===== src/rtl/mul5_arbiter.sv =====
`default_nettype none
// ============================================================================
//  Module   : mul5 / mul5_arbiter
//  Purpose  : Four-requester round-robin front end sharing a single 5x5
//             unsigned array multiplier; one operation in flight, result
//             held until the consumer accepts it.
//  Revision : 1.0  initial release
// ============================================================================

// ----------------------------------------------------------------------------
//  mul5 : 6x6 unsigned shift-and-add array multiplier. Bit 5 of each input is
//  tied low by the caller, so the low 10 bits carry the exact 5x5 product.
//  Accumulators are P_W bits wide; addition modulo 2^P_W keeps the low bits
//  exact, so truncating each partial product loses nothing that survives.
// ----------------------------------------------------------------------------
module mul5 #(
   parameter int P_W = 12
) (
   input  logic [5:0]     a,
   input  logic [5:0]     b,
   output logic [P_W-1:0] p
);

   logic [P_W-1:0] w_acc [0:6];

   assign w_acc[0] = '0;

   genvar gi;
   generate
      for (gi = 0; gi < 6; gi++) begin : g_row
         logic [P_W-1:0] w_pp;
         assign w_pp          = P_W'(a & {6{b[gi]}}) << gi;
         assign w_acc[gi + 1] = w_acc[gi] + w_pp;
      end
   endgenerate

   assign p = w_acc[6];

endmodule

// ----------------------------------------------------------------------------
//  mul5_arbiter : IDLE grants one requester and latches its operands,
//  CALC drives mul5 from the latched operands and registers the product,
//  DONE holds the result until res_ready.
// ----------------------------------------------------------------------------
module mul5_arbiter #(
   parameter int N_REQ = 4,
   parameter int OP_W  = 5,
   parameter int P_W   = 10,
   parameter int CNT_W = 8
) (
   input  logic                  clk,
   input  logic                  rst_n,
   input  logic [N_REQ-1:0]      req,
   input  logic [N_REQ*OP_W-1:0] a_in,
   input  logic [N_REQ*OP_W-1:0] b_in,
   output logic [N_REQ-1:0]      gnt,
   output logic                  busy,
   output logic                  res_valid,
   input  logic                  res_ready,
   output logic [P_W-1:0]        res_p,
   output logic [1:0]            res_id,
   output logic [CNT_W-1:0]      done_cnt
);

   localparam logic [1:0] S_IDLE = 2'd0;
   localparam logic [1:0] S_CALC = 2'd1;
   localparam logic [1:0] S_DONE = 2'd2;

   logic [1:0]       r_state;
   logic [1:0]       w_next_state;
   logic [1:0]       r_rr_ptr;
   logic [OP_W-1:0]  r_op_a;
   logic [OP_W-1:0]  r_op_b;
   logic [1:0]       r_id;
   logic             r_res_valid;
   logic [P_W-1:0]   r_res_p;
   logic [1:0]       r_res_id;
   logic [CNT_W-1:0] r_done_cnt;

   logic             w_found;
   logic [1:0]       w_winner;
   logic [P_W-1:0]   w_prod;
   logic             w_accept;

   // Round-robin pick: first asserted request scanning from r_rr_ptr upward, mod 4.
   always_comb begin
      logic [1:0] idx;
      w_found  = 1'b0;
      w_winner = r_rr_ptr;
      idx      = r_rr_ptr;
      for (int k = 0; k < N_REQ; k++) begin
         idx = r_rr_ptr + 2'(k);
         if (!w_found && req[idx]) begin
            w_found  = 1'b1;
            w_winner = idx;
         end
      end
   end

   assign w_accept = (r_state == S_DONE) && res_ready;

   // Shared multiplier, fed only from latched operands so the requester may move on.
   mul5 #(
      .P_W (P_W)
   ) u_mul5 (
      .a ({1'b0, r_op_a}),
      .b ({1'b0, r_op_b}),
      .p (w_prod)
   );

   // State register.
   always_ff @(posedge clk or negedge rst_n) begin
      if (!rst_n) begin
         r_state <= S_IDLE;
      end else begin
         r_state <= w_next_state;
      end
   end

   // Next-state logic.
   always_comb begin
      w_next_state = r_state;
      case (r_state)
         S_IDLE:  if (w_found) w_next_state = S_CALC;
         S_CALC:  w_next_state = S_DONE;
         S_DONE:  if (res_ready) w_next_state = S_IDLE;
         default: w_next_state = S_IDLE;
      endcase
   end

   // Outputs: grant is a one-cycle combinational pulse in IDLE, held off in reset.
   always_comb begin
      gnt  = '0;
      busy = (r_state != S_IDLE);
      if (rst_n && (r_state == S_IDLE) && w_found) begin
         gnt[w_winner] = 1'b1;
      end
   end

   // Datapath: operand capture on grant, product capture in CALC, acceptance count.
   always_ff @(posedge clk or negedge rst_n) begin
      if (!rst_n) begin
         r_rr_ptr    <= 2'd0;
         r_op_a      <= '0;
         r_op_b      <= '0;
         r_id        <= 2'd0;
         r_res_valid <= 1'b0;
         r_res_p     <= '0;
         r_res_id    <= 2'd0;
         r_done_cnt  <= '0;
      end else begin
         if ((r_state == S_IDLE) && w_found) begin
            r_op_a   <= a_in[w_winner*OP_W +: OP_W];
            r_op_b   <= b_in[w_winner*OP_W +: OP_W];
            r_id     <= w_winner;
            r_rr_ptr <= w_winner + 2'd1;
         end
         if (r_state == S_CALC) begin
            r_res_p     <= w_prod;
            r_res_id    <= r_id;
            r_res_valid <= 1'b1;
         end
         if (w_accept) begin
            r_res_valid <= 1'b0;
            r_done_cnt  <= r_done_cnt + 1'b1;
         end
      end
   end

   assign res_valid = r_res_valid;
   assign res_p     = r_res_p;
   assign res_id    = r_res_id;
   assign done_cnt  = r_done_cnt;

endmodule
`default_nettype wire


===== config.mk =====
export PLATFORM = sky130hd
export DESIGN_NAME = mul5_arbiter
export DESIGN_NICKNAME = d
export VERILOG_FILES = /design/src/rtl/mul5_arbiter.sv
export SDC_FILE = /design/constraint.sdc
export NUM_CORES = 1
export LEC_CHECK = 0
export BUFFER_PORTS_ARGS = -buffer_cell sky130_fd_sc_hd__buf_2
export CORE_MARGIN = 1
export CORE_UTILIZATION = 50
export DETAILED_ROUTE_END_ITERATION = 7
export MAX_ROUTING_LAYER = met4
export PLACE_DENSITY = 0.83
export SYNTH_ARGS = -nofsm -noshare
export SYNTH_HDL_FRONTEND = slang
export SYNTH_HIERARCHICAL = 1
export SYNTH_SLANG_ARGS = --single-unit

===== constraint.sdc =====
create_clock -name clk -period 13.7 [get_ports clk]
set_input_delay 2.74 -clock clk [delete_from_list [all_inputs] [get_ports clk]]
set_output_delay 2.74 -clock clk [all_outputs]
set_load 0.02 [all_outputs]

## Yosys cells after proc, flatten, opt, wreduce, memory -nomap -nowiden

Cells that the tools add are included.

- Bitwise logic cells: 5
- Shift-type cells: 2
- Eq/ne operators: 4
- Multiplexer cells: 23
- Order comparisons: 6
- Reductions and logical operators: 15
- Multiply operators: 1
- Add/sub/neg operators: 9

Operator list:

| kind | count |
|---|---|
| adder 10 bit | 4 |
| indexed part select 20 x 6 -> 5 bit | 2 |
| AND 5 x 6 -> 6 bit | 5 |
| less-than comparator 2 x 3 -> 1 bit, second input constant | 5 |
| 2-to-1 mux 1 bit | 11 |
| 2-to-1 mux 2 bit | 5 |
| adder 8 x 1 -> 8 bit, second input constant | 1 |
| binary-select mux 1 bit (select 2 bit) | 4 |
| logical AND 1 bit | 8 |
| case mux 2 bit (3 select lines) | 1 |
| multiplier 2 x 3 -> 5 bit, second input constant | 1 |
| adder 2 x 1 -> 2 bit, second input constant | 2 |
| adder 2 bit, second input constant | 2 |
| 2-to-1 mux 4 bit | 1 |
| inequality test 2 bit, second input constant | 2 |
| nonzero test 2 bit | 2 |
| logical NOT 1 bit | 3 |
| demux 1 bit (select 2 bit) | 1 |
| equality test 2 x 1 -> 1 bit, second input constant | 1 |
| equality test 2 bit, second input constant | 1 |
| >= comparator 2 x 1 -> 1 bit, second input constant | 1 |
| logical NOT 2 bit | 1 |
| AND reduction 2 bit | 1 |

- Bits in registers: 37
- Bits of input ports: 47
- Output and inout port bits: 26
- Logic and storage cells: 74

## Logic depth before layout (Yosys ltp)

Gate-level depths: netlist of the first run.

- Depth in word-level cells: 17
- Mapped depth: 17
- Depth with buffers taken out: 17

## Cells and area by module

The synthesis of the first run kept the hierarchy.

By module, submodules not included:

| module | seq. area each (um^2) | area each (um^2) | instances | cells each |
|---|---|---|---|---|
| mul5_arbiter | 925.9 | 1908.1 | 1 | 175 |
| mul5 | 0.0 | 895.9 | 1 | 101 |

## Worst setup path after synthesis of the first run

OpenSTA, ideal clock, no wires.

- Path kind: input to output
- Start point: input port req[1]
- End point: output port gnt[1]
- Stages on the path: 5
- Arrival time: 3.968 ns
- Path slack: 6.992 ns
- Data required time: 10.960 ns
- Buffers on the path: 1
- Path through: nor2_1 > a2111oi_2 > nor2_2 > buf_6 > nor3_1

- Longest elaborated chain between the ends: 17
- Elaborated cells between the ends (all ways): 28
- Classes of those cells: 2 x order compare; 18 x mux; 8 x reduce/logical

Ends and longest elaborated chain:

| element | line | RTL |
|---|---|---|
| from (decl) | 54 | `input logic [N_REQ-1:0] req,` |
| binary-select mux 1 bit (select 2 bit) | 94 | `if (!w_found && req[idx]) begin` |
| 2-to-1 mux 1 bit (not written as such) | 94 |  |
| 2-to-1 mux 1 bit | 94 |  |
| logical NOT 1 bit | 94 |  |
| logical AND 1 bit | 94 |  |
| 2-to-1 mux 1 bit | 94 |  |
| logical NOT 1 bit | 94 |  |
| logical AND 1 bit | 94 |  |
| 2-to-1 mux 1 bit | 94 |  |
| logical NOT 1 bit | 94 |  |
| logical AND 1 bit | 94 |  |
| 2-to-1 mux 2 bit | 94 |  |
| less-than comparator 2 x 3 -> 1 bit (not written as such) / >= comparator 2 x 1 -> 1 bit (equally long branches) | 137 | `gnt[w_winner] = 1'b1;` |
| logical AND 1 bit (not written as such) | 137 |  |
| 2-to-1 mux 1 bit (not written as such) | 137 |  |
| demux 1 bit (select 2 bit) | 137 |  |
| 2-to-1 mux 4 bit (*) | 136 | `if (rst_n && (r_state == S_IDLE) && w_found) begin` |
| to (decl) | 57 | `output logic [N_REQ-1:0] gnt,` |

Mark *: on every way between the ends. The rest lies on a longest branch, timed or not. The select of a mux whose other input is x is not followed.

## Final worst setup path of the first run

Ends and elaborated chain as after synthesis.

==> results of run 1 <==
final timing paths:
check / from / to / slack [ns] / cells past startpoint
setup / recovery: req[1] / gnt[1] / 6.39 / 6
hold / removal: done_cnt[7] / done_cnt[7] / 0.47 / 1
setup reg to reg: r_op_a[0] / res_p[9] / 8.89 / 15
max in group asynchronous: rst_n / res_p[1] / 10.63 / 1
min in group asynchronous: rst_n / res_p[8] / 2.54 / 1
hold reg to reg: done_cnt[7] / done_cnt[7] / 0.47 / 1
report_power, final:
| group | total (µW) | leakage (µW) | internal, µW | switching [µW] |
|---|---|---|---|---|
| clock network | 76.6 | 0.0000433 | 39.7 | 36.9 |
| registers | 207 | 0.000461 | 159 | 48.8 |
| logic | 464 | 0.00120 | 220 | 245 |
| total | 748 | 0.00171 | 418 | 330 |
sequential cells by signal (all words and copies together), names as in the netlist:
register / cells
r_op_b: 5
done_cnt: 8
r_rr_ptr: 2
res_p: 10
r_id: 2
r_state: 2
res_valid: 1
res_id: 2
r_op_a: 5
per-stage QoR:
stage | cell area, µm² | std cells
final | 3330 | 423
after global routing | 3330 | 423
after CTS | 3330 | 423
after detailed placement | 3240 | 416
after global placement | 3240 | 416
after floorplan | 2840 | 285
kinds of logic (layout without fill, tap and decap cells):
family / after synthesis / in the layout
adders and majority gates: 30 / 30
AOI/OAI and AO/OA: 54 / 54
other: 1 / 10
DFF: 37 / 37
buffers and inverters: 25 / 93
muxes: 22 / 22
xor gates and xnor gates: 19 / 19
and+or+nand+nor: 88 / 88
placed cells by master (no fill, tap or decap), types with 4 or more instances in the layout:
master	n
buf_2	72
xnor2_1	15
inv_1	13
nand2_1	19
dfrtp_1	37
and2_1	26
nand3_1	16
nor2b_1	5
nor2_1	8
a21o_1	8
conb_1	10
a21oi_1	17
a221o_1	10
mux2_2	12
o21ai_0	11
xor2_1	4
clkbuf_8	6
ha_1	15
mux2_4	8
fa_1	15
cell type report:
cell class	instances	share of cell area [%]
flip-flops and latches	37	27.8
clock buffers	6	2.48
clock inverters	1	0.226
repair buffers	72	10.8
well taps	70	2.63
inverters	14	1.58
multi-input cells	223	54.4
routing by layer:
metal / global-route usage [%] / wire, µm
met4: 6.73 / 76
met2: 34.8 / 2600
met1: 24.4 / 2380
met3: 3.33 / 264
met5: - / 0
worst max-delay path, cell delays in order:
cell and delay, ns:
buf_2 0.13, nor2_1 0.07, a2111oi_2 0.86, nor2_2 0.34
nor3_1 0.24, buf_2 0.19
==> impl_metrics.tcl, run 1 <==
set metrics [dict create \
    dp_hpwl_um 4400 \
    clock_latency_ns 0.29 \
    drt_wl_total_um 5320 \
    overflow 0 \
    yosysTopAreaCellShare_pct 33.0 \
    seq_area_um2 926 \
    clock.fmax_mhz 137 \
    grt_max_degree 40 \
    synth_area_leaders "dfrtp_1 (33%), fa_1 (11%), ha_1 (6.7%), and2_1 (5.8%), mux2_2 (4.8%)" \
    synth.distinct_cells 42 \
    rsz0062_at_grt "no" \
    whs_ns 0.471 \
    synth_mux_area_share_pct 9.91 \
    core_um2 5240 \
    drc_errors 0 \
    cts.sinks 37 \
    synth-adder-area-share_pct 17.4 \
    cellPowerDensity_nw_per_um2 225 \
    first_pass_iters 4 \
    synth-warning-count 6 \
    setup_tns_ns 0 \
    synthArstFlopShare_pct 100 \
    synth_ff_type "dfrtp_1" \
    syn_to_final_growth_pct 18.6 \
    cts_setup_buffers 0 \
    root_buffer "clkbuf_8" \
    finalPower_uw 748 \
    cp.arrival_ns 4.57 \
    cts_hold_repair.buffers 0 \
    synth-xor-area-share_pct 5.93 \
    setup.worst_path.end_class "primary output" \
    initial_core_util_pct 53.5 \
    post-route-util_pct 63.5 \
    worstHoldPathType "register to register" \
    synth_compound_area_share_pct 13.1 \
    rows 26 \
    cts_resized 0 \
    antenna_found_initial 0 \
    slew_violations 0 \
    worstSetupPathType "primary input to primary output" \
    ys_seq_elements 37 \
    synth_top_family_by_area "adder cells" \
    max_slew_margin_pct 20.7 \
    synth.largest_area_cell "dfrtp_1" \
    multi_input_area_um2 1810 \
    antenna_left 0 \
    vias_per_cell 5.23 \
    fin_crit_ns 7.31 \
    skew_ns 0.0101 \
    worst_setup_path_start_kind "primary input" \
    hold_viol 0 \
    drive_gt1_share_pct 29.7 \
    clk_path_buf_depth 2 \
    grt_use_total_pct 20.4 \
    synthTopCellsByCount "dfrtp_1 (37), and2_1 (26), nand2_1 (19)" \
    critPathMaxFanout 12 \
    initialDrtViolationCount 62 \
    htreeDepth 2 \
    diodes 0 \
    die-area_um2 5910 \
    synth.most_common_cell "dfrtp_1" \
    cts_made_buffers 5 \
    clkSlewWorstSetupHoldPaths_ns 0.07 \
    cts_tree "built" \
    power_leakage_uw 0.00171 \
    synth_simple_gate_area_share_pct 16.8 \
    fillers 461 \
    required_ns 10.96 \
    ys_seq_area_share_pct 33.0 \
    die_h_um 76.9 \
    post-route-period-util_pct 53.4 \
    portBuffers 72 \
    synth.avg_cell_area_um2 10.2 \
    ios 73 \
    worst_slew_pin_slew_ns 1.19 \
    outcome "finished clean" \
    wl_per_cell_um 12.6 \
    pre_cts_ws_ns 6.39 \
    synth_cells 276 \
    setup_viol 0 \
    fin_nets 430 \
    maxCapViolCount 0 \
    vdd_drop_max_uv 105 \
    grt_pass1_vias 2172 \
    die_x_um 76.9 \
    grt_first_pass_wirelength_um 9290 \
    syn-cell-area_um2 2800 \
    globalplace.congestion 0.805 \
    synth-edff-count 0 \
    fin_ws_ns 6.39 \
    vias 2211 \
]
No activity file was read; power rests on OpenSTA's default activity.
==> run 2, diff against run 1 <==
==> constraint.sdc (replaced) <==
create_clock -name clk -period 7.65 [get_ports clk]
set_input_delay 1.53 -clock clk [delete_from_list [all_inputs] [get_ports clk]]
set_output_delay 1.53 -clock clk [all_outputs]
set_load 0.02 [all_outputs]
==> run 2 against run 1 <==
Via count up 2.7%. Combinational power up 83%. Total power up 84%.
==> impl_metrics.tcl, run 2 (synthesized netlist as in run 1, its figures left out) <==
set metrics [dict create \
    outcome "finished clean" \
    drt_wl_total_um 5550 \
    wl_per_cell_um 13.1 \
    vias_per_cell 5.37 \
    crit_chain "buf_2 -> nor2_1 -> a2111oi_2 -> nor2_2 -> nor3_1 -> buf_2" \
    wl_met2_um 2700 \
    grt_first_pass_wirelength_um 9740 \
    clock_latency_ns 0.28 \
    switching_share_pct 43.7 \
    first_pass_iters 4 \
    highest_layer "met4" \
    cts_made_buffers 5 \
    grt_max_degree 40 \
    multi_input_area_um2 1810 \
    clkSlewWorstSetupHoldPaths_ns 0.07 \
    vdd_drop_max_uv 187 \
    worstHoldPathType "register to register" \
    grt_pass1_vias 2246 \
    cp.arrival_ns 3.41 \
    globalplace.congestion 0.836 \
    antenna_left 0 \
    cts_setup_buffers 0 \
    root_buffer "clkbuf_8" \
    diodes 0 \
    rows 26 \
    maxCapViolCount 0 \
    drive_gt1_share_pct 29.7 \
    initial_core_util_pct 53.5 \
    syn_to_final_growth_pct 19.1 \
    path_buf_inv 2 \
    pre_cts_ws_ns 2.73 \
    ios 73 \
    power_leakage_uw 0.00172 \
    cts_tree "built" \
    antenna_found_initial 0 \
    drc_errors 0 \
    p_switching_uw 602 \
    setup.worst_path.end_class "primary output" \
    rsz0062_at_grt "no" \
    fin_cells 423 \
    largest_reg_flops 10 \
    fin_ws_ns 2.71 \
    cts.sinks 37 \
    met1_length_um 2440 \
    final_area_um2 3340 \
    layout_commonest_cell "buf_2" \
    clock_power_share_pct 11.6 \
    cts_hold_repair.buffers 0 \
    fin_nets 430 \
    critPathMaxFanout 12 \
    fin_crit_ns 4.94 \
    worstSetupPathType "primary input to primary output" \
    worst_setup_path_start_kind "primary input" \
    mostFrequentLayoutCells "buf_2 (72), dfrtp_1 (37), and2_1 (26), nand2_1 (19), a21oi_1 (17)" \
    placed_cell_area_um2 3240 \
    wl_met3_um 346 \
    max_slew_margin_pct 25.8 \
    grt_use_total_pct 21.1 \
    dp_hpwl_um 4330 \
    worst_slew_pin_slew_ns 1.11 \
    p_seq_share_pct 26.8 \
    setup_viol 0 \
    slew_violations 0 \
    die_h_um 76.9 \
    crit_family "compound AO/OA/AOI/OAI gates" \
    crit_slowest_cell "a2111oi_2" \
    initialDrtViolationCount 95 \
    seq_area_um2 926 \
    clock.fmax_mhz 203 \
    cellPowerDensity_nw_per_um2 413 \
    fillers 410 \
    hold_viol 0 \
    die_x_um 76.9 \
    p_int_uw 776 \
    post-route-period-util_pct 64.5 \
    required_ns 6.12 \
    slowest_delay_ns 0.90 \
    cts_resized 0 \
    vias 2270 \
    setup_tns_ns 0 \
    crit_path_frequent_cell "buf_2" \
    die-area_um2 5910 \
    share_comb_of_total_power_pct 61.6 \
    overflow 0 \
    whs_ns 0.464 \
    clk_path_buf_depth 2 \
    skew_ns 0.00603 \
    portBuffers 72 \
    core_um2 5240 \
    htreeDepth 2 \
    numPlacedInstances 416 \
]
## run 2: cell count changes in the layout (fill, tap and decap cells not counted)
cell | previous run | this run
bufinv_16 | 0 | 1
clkbuf_8 | 6 | 5
clkinv_2 | 0 | 1
clkinvlp_4 | 1 | 0
## run 2: layer usage
metal / GRT usage (%) / vias to the layer above
met1: 25.0 / 1059
li1: - / 1102
met5: - / -
met2: 35.6 / 101
met4: 7.31 / 0
met3: 4.29 / 8
## run 2: final cells by class
class / count / share of cell area, %
multi-input cells: 223 / 54.2
flip-flops and latches: 37 / 27.7
repair buffers: 72 / 10.8
well taps: 70 / 2.62
clock buffers: 5 / 2.06
inverters: 14 / 1.57
clock inverters: 2 / 1.05
## run 2: power by group through the flow
stage / Clock (µW) / Sequential, µW / Combinational (µW)
after CTS: 165 / 371 / 854
final: 159 / 369 / 849
after global placement: 0 / 370 / 814
after floorplan: 0 / 401 / 634
after global routing: 173 / 386 / 967
after detailed placement: 0 / 373 / 847
## run 2: worst paths after layout
| path | from | to | slack, ns | depth (start not counted) |
|---|---|---|---|---|
| min in group asynchronous | rst_n | res_p[9] | 1.34 | 1 |
| max in group asynchronous | rst_n | r_op_a[4] | 5.78 | 1 |
| worst min register to register | done_cnt[7] | done_cnt[7] | 0.46 | 1 |
| worst max-delay path | req[1] | gnt[1] | 2.71 | 6 |
| worst max register to register | r_op_a[1] | res_p[9] | 2.86 | 15 |
| worst min-delay path | done_cnt[7] | done_cnt[7] | 0.46 | 1 |
## run 2: worst reg2reg max path: stages (launching register included)
cell and delay [ns]:
dfrtp_1 0.44, and2_1 0.19, ha_1 0.22, fa_1 0.43, a21o_1 0.21, a21oi_1 0.21
xnor2_1 0.12, fa_1 0.51, fa_1 0.51, fa_1 0.49, ha_1 0.24, fa_1 0.40
a21o_1 0.19, a21oi_1 0.16, xnor2_1 0.09, mux2_2 0.26
## run 2: per-stage QoR
step / util (%) / total power [µW]
after floorplan: - / 1030
after global placement: 61.8 / 1180
after detailed placement: 61.8 / 1220
after CTS: 63.8 / 1390
after global routing: 63.8 / 1530
final: 63.8 / 1380
==> run 3, diff against run 2 <==
--- a/config.mk
+++ b/config.mk
@@ -7,7 +7,7 @@
 export LEC_CHECK = 0
 export BUFFER_PORTS_ARGS = -buffer_cell sky130_fd_sc_hd__buf_2
 export CORE_MARGIN = 1
-export CORE_UTILIZATION = 50
+export CORE_UTILIZATION = 48
 export DETAILED_ROUTE_END_ITERATION = 7
 export MAX_ROUTING_LAYER = met4
 export PLACE_DENSITY = 0.83
==> constraint.sdc (replaced) <==
create_clock -name clk -period 4.5 [get_ports clk]
set_input_delay 0.9 -clock clk [delete_from_list [all_inputs] [get_ports clk]]
set_output_delay 0.9 -clock clk [all_outputs]
set_load 0.02 [all_outputs]
==> run 3 against run 2 <==
Worst setup slack got worse by 2.7 ns. Non-clock buffer count increased by 20. Clock-buffer cell count increased by 1. Critical path depth increased by 9. First-iteration DRC count decreased by 26%. Utilization about the same.
==> impl_metrics.tcl, run 3 (synthesized netlist as in run 1, its figures left out) <==
set metrics [dict create \
    largest_reg_flops 10 \
    ios 73 \
    cellPowerDensity_nw_per_um2 708 \
    fin_ws_ns 0.0151 \
    antenna_found_initial 0 \
    clock.fmax_mhz 223 \
    switching_share_pct 42.6 \
    setup_viol 0 \
    vdd_drop_max_uv 321 \
    required_ns 4.68 \
    vias 2303 \
    antenna_left 0 \
    grt_pass1_vias 2151 \
    die-area_um2 6150 \
    cts_hold_repair.buffers 0 \
    cts.sinks 37 \
    cp.arrival_ns 4.66 \
    portBuffers 72 \
    worst_slew_pin_slew_ns 1.19 \
    p_seq_share_pct 24.2 \
    max_slew_margin_pct 20.5 \
    die_h_um 78.4 \
    placed_cell_area_um2 3340 \
    core_um2 5570 \
    fin_nets 450 \
    clkSlewWorstSetupHoldPaths_ns 0.08 \
    clk_path_buf_depth 2 \
    worstSetupPathType "register to register" \
    worst_setup_path_start_kind "register" \
    rows 27 \
    post-route-util_pct 63.7 \
    r2r.worst_path.cells 15 \
    pre_cts_ws_ns -0.0921 \
    setup.worst_path.end_class "register" \
    clock_power_share_pct 11.9 \
    rsz0062_at_grt "yes" \
    maxCapViolCount 0 \
    hold_viol 0 \
    layout_commonest_cell "buf_2" \
    initial_core_util_pct 50.3 \
    globalplace.congestion 0.881 \
    reg2reg_slack_ns 0.02 \
    fillers 440 \
    clock_latency_ns 0.29 \
    die_x_um 78.4 \
    slew_violations 0 \
    final_area_um2 3550 \
    diodes 0 \
    dp_hpwl_um 4480 \
    syn_to_final_growth_pct 26.7 \
    grt_use_total_pct 20.1 \
    p_switching_uw 1070 \
    critPathMaxFanout 6 \
    skew_ns 0.0117 \
    worstHoldPathType "register to register" \
    share_comb_of_total_power_pct 63.9 \
    cts_made_buffers 5 \
    htreeDepth 2 \
    whs_path_depth 1 \
    first_pass_iters 4 \
    wl_per_cell_um 13.1 \
    initialDrtViolationCount 70 \
    p_int_uw 1440 \
    post-route-period-util_pct 99.7 \
    outcome "finished clean" \
    numPlacedInstances 431 \
    grt_max_degree 38 \
    root_buffer "clkbuf_8" \
    grt_first_pass_wirelength_um 9430 \
    power_leakage_uw 0.00182 \
    drive_gt1_share_pct 36.1 \
    vias_per_cell 5.16 \
    mostFrequentLayoutCells "buf_2 (72), dfrtp_1 (37), and2_1 (26), buf_4 (20), nand2_1 (19)" \
    fin_cells 446 \
    cts_tree "built" \
    drc_errors 0 \
    overflow 0 \
    fin_crit_ns 4.48 \
    drt_wl_total_um 5830 \
]
==> run 3: cell count changes in the layout (fill, tap and decap cells not counted), moves of 2 or more <==
cell	delta
fa_2	+3
fa_1	-3
ha_2	+2
buf_4	+20
a21oi_2	+2
a21oi_1	-2
ha_1	-3
==> run 3: repair_timing <==
action	CTS	global route
resized for setup	3	6
setup buffers	4	3
pin swaps	5	19
setup endpoints to repair	1	2
==> run 3: cell type report <==
class                           instances  area [µm²]  share of cell area, %
Multi-Input combinational cell        223        1850                   52.2
Sequential cell                        37         926                   26.1
Timing Repair Buffer                   92         510                   14.4
Tap cell                               72        90.1                   2.54
Clock buffer                            6        82.6                   2.32
Inverter                               14        52.6                   1.48
Clock inverter                          2        37.5                   1.06
==> run 3: worst max-delay path, stage by stage (launching register included) <==
cell	delay [ns]
dfrtp_1	0.44
and2_1	0.19
ha_2	0.19
fa_2	0.33
a21o_1	0.17
a21oi_2	0.22
xnor2_2	0.10
fa_2	0.58
fa_1	0.45
fa_1	0.47
ha_2	0.20
fa_2	0.39
a21o_1	0.17
a21oi_2	0.13
xnor2_1	0.08
mux2_4	0.26
==> run 3: through the flow <==
stage	hold slack [ns]	total power [µW]	setup TNS [ns]
after floorplan	0.444	1760	0
after global placement	0.456	2090	0
after detailed placement	0.458	2140	-0.0921
after CTS	0.473	2490	0
after global routing	0.478	2760	-0.123
final	0.468	2510	0
==> run 3: path summary, 6_finish.rpt <==
kind                             start           to
min                        done_cnt[7]  done_cnt[7]
max reg2reg                  r_op_b[0]     res_p[9]
max                          r_op_b[0]     res_p[9]
min reg2reg                done_cnt[7]  done_cnt[7]
max in group asynchronous        rst_n    r_op_b[4]
min in group asynchronous        rst_n  r_rr_ptr[0]
==> run 3: power by group through the flow <==
stage	Sequential [µW]	Combinational, µW	Clock [µW]
2_1_floorplan	681	1080	0
3_3_place_gp	606	1480	0
3_5_place_dp	614	1530	0
4_1_cts	608	1580	306
5_1_grt	635	1810	324
6_report	609	1610	300
==> run 3: routing by layer <==
| metal | global-route usage, % | wire (µm) |
|---|---|---|
| met5 | - | 0 |
| met4 | 7.59 | 120 |
| met3 | 2.67 | 241 |
| met2 | 34.5 | 2930 |
| met1 | 24.0 | 2540 |
